<file path="config.mk">
export PLATFORM = sky130hd
export DESIGN_NAME = rr_mux_sequencer
export DESIGN_NICKNAME = d
export VERILOG_FILES = /design/src/rtl/rr_mux_sequencer.sv
export SDC_FILE = /design/constraint.sdc
export NUM_CORES = 1
export LEC_CHECK = 0
export BUFFER_PORTS_ARGS = -buffer_cell sky130_fd_sc_hd__buf_2
export CELL_PAD_IN_SITES_DETAIL_PLACEMENT = 0
export CELL_PAD_IN_SITES_GLOBAL_PLACEMENT = 2
export CORE_UTILIZATION = 28
export DETAILED_ROUTE_END_ITERATION = 7
export GPL_TIMING_DRIVEN = 0
export PLACE_DENSITY = 0.78
export SLEW_MARGIN = 20
export SYNTH_ARGS = -nofsm -noshare
export SYNTH_HDL_FRONTEND = slang
export SYNTH_SLANG_ARGS = --single-unit
</file>
<file path="constraint.sdc">
create_clock -name clk -period 6.9 [get_ports clk]
set_input_delay 1.38 -clock clk [delete_from_list [all_inputs] [get_ports clk]]
set_output_delay 1.38 -clock clk [all_outputs]
set_load 0.02 [all_outputs]
</file>
<file path="src/rtl/rr_mux_sequencer.sv">
// rr_mux_sequencer: round-robin arbiter that steers a shared 32:1 select mux
// and captures the selected word into a one-entry valid/ready output register.
module rr_mux_sequencer #(
    parameter int N = 8
) (
    input  logic         clk,
    input  logic         rst_n,
    input  logic [31:0]  req,
    output logic [31:0]  gnt,
    output logic [4:0]   sel,
    input  logic [N-1:0] mux_data,
    output logic         out_valid,
    input  logic         out_ready,
    output logic [N-1:0] out_data,
    output logic [4:0]   out_src
);

    logic [4:0]  ptr;
    logic [63:0] req_dbl;
    logic [31:0] req_rot;
    logic [4:0]  off;
    logic [4:0]  winner;
    logic        any;
    logic        load;

    // Output slot is free, or is being drained on this same edge.
    assign load = rst_n & (~out_valid | out_ready);

    // Rotate requests so bit 0 is the pointer position, then take the lowest
    // set bit; adding the offset back to ptr wraps naturally in 5 bits.
    always_comb begin
        req_dbl = {req, req} >> ptr;
        req_rot = req_dbl[31:0];
        off     = 5'd0;
        for (int i = 31; i >= 0; i--) begin
            if (req_rot[i]) off = 5'(i);
        end
        any    = |req;
        winner = ptr + off;
        sel    = any ? winner : 5'd0;
        gnt    = (load && any) ? (32'd1 << winner) : 32'd0;
    end

    // Capture the granted word and advance the pointer past the winner.
    always_ff @(posedge clk) begin
        if (!rst_n) begin
            out_valid <= 1'b0;
            out_data  <= '0;
            out_src   <= 5'd0;
            ptr       <= 5'd0;
        end else if (load) begin
            if (any) begin
                out_valid <= 1'b1;
                out_data  <= mux_data;
                out_src   <= winner;
                ptr       <= winner + 5'd1;
            end else begin
                out_valid <= 1'b0;
            end
        end
    end

endmodule

</file>
# After elaboration in Yosys (flattened, before gate mapping)
# Cells that the tools add are included.
# Widths: inputs -> output; s select.
# word_totals
mem_count	0
latch_bits	0
elab_cells	49
inputBits	43
out_inout_bits	51
regBits	19
ramBits	0
rom_bits	0
# op_classes
n_eq_ne	0
reduce_logical	3
addsub	2
mul	0
div	0
n_mux	35
n_shift	2
magnitude_cmp	0
bitwise_logic	3
# ops
operator	n
$mux 5	33
$shr 64x5->32	1
$mux 32	1
$reduce_or 32->1	1
$shl 1x5->32 const A	1
$add 5x1->5 const B	1
$add 5x5->5	1
$reduce_and 2->1	1
$and 1x1->1	1
$logic_and 1x1->1	1
$mux 1	1
$not 1->1	1
$or 1x1->1	1

# Longest topological paths before layout
# depth
ltp_word	36
mapped_depth	22

# Worst setup path before layout
# OpenSTA, ideal clock, no wires.
# synth_path
path_kind	input -> output
start	input req[3]
end	output gnt[10]
path_stages	17
setup_slack_ps	-368
arrival_ps	5888
n_path_buf	2
t_required_ps	5520
path_cell_list	clkbuf_1 -> mux4_2 -> mux4_2 -> a222oi_1 -> a31o_2 -> a21oi_1 -> o221a_2 -> a41oi_1 -> mux2i_1 -> ha_1 -> fa_1 -> a21o_1 -> a21oi_1 -> xnor2_1 -> xnor2_4 -> buf_4 -> nor3_1
# synth_via
elab_chain_cells	36
word_cells_on_any_way	38
classes_between	1 x add/sub; 2 x shift; 33 x mux; 2 x reduce/logical
# synth_rtl
item	line	rtl
start, declared	8	input logic [31:0] req,
$shr 64x5->32	32	req_dbl = {req, req} >> ptr;
$mux 5 (32 in series)	36	if (req_rot[i]) off = 5'(i);
$add 5x5->5	39	winner = ptr + off;
$shl 1x5->32	41	gnt = (load && any) ? (32'd1 << winner) : 32'd0;
$mux 32 (*)	41	
end, declared	9	output logic [31:0] gnt,
# Every way passes the cells marked *; elsewhere a longest branch is shown, timed or not.

# Worst setup path in the final report
# layout_path
start	input req[17]
end	output gnt[13]
# The elaborated chain is that of the path after synthesis.

==> summary.txt <==
status = finished with violations
failing checks = negative setup slack
post-synthesis cell count = 612
top-count cell post-synth = mux4_2
Core Box Area = 0.0196 mm^2
layout cell share with drive strength beyond 1 = 50.4%
DR iter-0 viols = 668
Power Density = 495 mW/mm^2
Clock Skews = 0.00338 ns
Worst-path clk slew = 0.05 ns
Total Routing Usage GR = 23.5%
gpl congestion = 0.954
crit share post-route = 104%
most instantiated cells after synthesis = mux4_2, nand2_1, nor2_1
Die Y-Extent = 144 um
antenna viol nets, final = 0
Peak VDD IR = 323 uV
largest net degree at the start of global routing = 11
Critical Path RT = 5.52 ns
initial antenna violation count = 0
CTS Buffer Depth = 2
DRT Wirelength = 24700 um
CTS sink cnt = 19
P_leak = 2.87 nW
top post-synthesis cells by area = mux4_2, mux2i_1, mux2_2
vias in the first global route = 5599
GRT overflow = 0
Max Fclk = 140 MHz
Final #Nets = 790
CTS tree = built
WP data arrival = 5.78 ns
fin crit period = 7.16 ns
Syn Nets = 665
Final Power = 0.00372 W
Port Buffers = 93
WL per Instance = 24.6 um
top cell type's share of synthesized area = 34.8%
post-synthesis cell type count = 66
Die ar. = 0.0207 mm^2
async set-or-reset flop fraction in the synthesized netlist = 0%
# H-tree levels = 1
Setup Crit Path Kind = input pin to output port
Critical Path Start Type = input pin
Mapped Area = 0.00563 mm^2
post-route cell area = 0.00752 mm^2
vias = 6038
max-cap check violation count = 0
P&R area growth vs syn = 33.6%
Die X = 144 um
first-pass GRT wire length = 36200 um
final worst slack = -0.261 ns
Syn Area/Cell = 9.20 um^2
Detailed Place HPWL = 18900 um
Final Max Slew Viols = 0
# IOs = 94
worst min path class = flip-flop to flip-flop
area of placed instances = 0.00661 mm^2
yosys warns = 0
unrepaired setup endpoints after global routing = yes
ys flop type = dfxtp_1
DR pass1 iterations = 5
crit-path max FO = 10
CTS Buf Count = 3
Final Hold Viols = 0
Vias/cell = 6.03
area leader, netlist = mux4_2
Starting Density = 28.7%
Setup crit end kind = output port
Crit-path slowest cell = mux4_2
flop and latch count out of synthesis = 19
clock latency on the worst-skew pair = 0.25 ns
Remaining DRCs = 0
num rows = 51
Post-synth EDFFs = 0
sequence of cells on the critical path = buf_2, mux4_2, mux4_2, a222oi_1, buf_4, a31o_4, a21oi_4, o221a_4, a41oi_2, mux2i_1, ha_2, fa_2, a21o_1, a21oi_4, xnor2_4, buf_12, xnor2_4, clkbuf_16, nor3_2, buf_4
setup violators final = 33
register area share after synthesis = 6.76%
Slew headroom = 35.9%
max incr delay on CP = 0.57 ns
n_diodes = 0
Slew @ Worst Pin = 0.957 ns
final core occ = 38.4%
Setup Total Neg Slack = -5.83 ns
root buf cell = clkbuf_16
[cells in the final DEF (no fill, tap or decap), types with 9 or more instances in the layout]
cell       n
nor3_2    12
a21oi_1    9
clkbuf_1  13
nor3_4    16
o21ai_0   13
buf_4     38
nand2_1   63
inv_1     10
o22ai_1   14
mux2i_1   42
nor4_1    10
buf_2     78
dfxtp_1   19
clkbuf_2  13
nor2_1    43
nand3_1   20
mux4_2    88
nand2b_1  12
mux2_2    30
buf_6     26
[where the power goes]
part	internal (W)	switching, W
clock network	0.0000786	0.0000416
registers	0.000133	0.0000273
logic	0.00144	0.00201
[through the flow]
stage,cells,worst slack (ns),hold WS [ns]
after floorplan,612,-0.0260,0.533
after global placement,970,-0.886,0.440
after detailed placement,970,-0.898,0.446
after CTS,989,-0.334,0.455
after global routing,1001,-0.458,0.474
final,1001,-0.261,0.452
[kinds of logic (layout without fill, tap and decap cells)]
logic type | after synthesis | after routing | share of synthesized area (%)
adder cells (fa/ha/maj) | 10 | 10 | 2.36
buffers and inverters | 86 | 210 | 6.78
flip-flops | 19 | 19 | 6.76
AND/OR/NAND/NOR | 223 | 223 | 19.2
AO/OA/AOI/OAI | 100 | 100 | 12.8
XOR/XNOR | 7 | 7 | 2.02
multiplexers | 167 | 167 | 50.1
[critical path, delay by kind of cell]
| kind | cells | cell delay (ns) |
|---|---|---|
| AO/OA/AOI/OAI | 7 | 1.33 |
| XOR/XNOR | 2 | 0.39 |
| adder cells (fa/ha/maj) | 2 | 0.56 |
| buffers and inverters | 5 | 0.90 |
| multiplexers | 3 | 1.19 |
| AND/OR/NAND/NOR | 1 | 0.04 |
[final timing paths]
check,from,to,slack (ns),depth (start not counted)
hold reg to reg,out_data[6],out_data[6],0.45,2
hold / removal,out_data[6],out_data[6],0.45,2
setup / recovery,req[17],gnt[13],-0.26,20
setup reg to reg,ptr[4],ptr[4],1.30,20
[layer usage]
metal  GRT usage [%]  wire length [um]
met5               0                 0
met4            5.66               778
met3            4.90              2290
met2            37.7             11600
met1            32.2              9970
[what timing repair did]
action / CTS / global route
gates resized for setup: 112 / 77
setup buffers: 16 / 12
hold endpoints to repair: 0 / 0
setup endpoints to repair: 36 / 34
hold buffers: 0 / 0
gates cloned: 1 / 1
pin swaps: 24 / 23
[flip-flops by register name, indices dropped and copies added, names as in the netlist]
name       flops
ptr            5
out_valid      1
out_src        5
out_data       8
[area by class of cell]
class                   instances  area [um^2]
plain buffers                  71          415
clock buffers                   4         78.8
fillers                      1981        12100
inverters                      15         67.6
multi-input cells             507         5310
flip-flops and latches         19          380
well taps                     265          332
repair buffers                120          936
(Power assumes the default switching activity.)
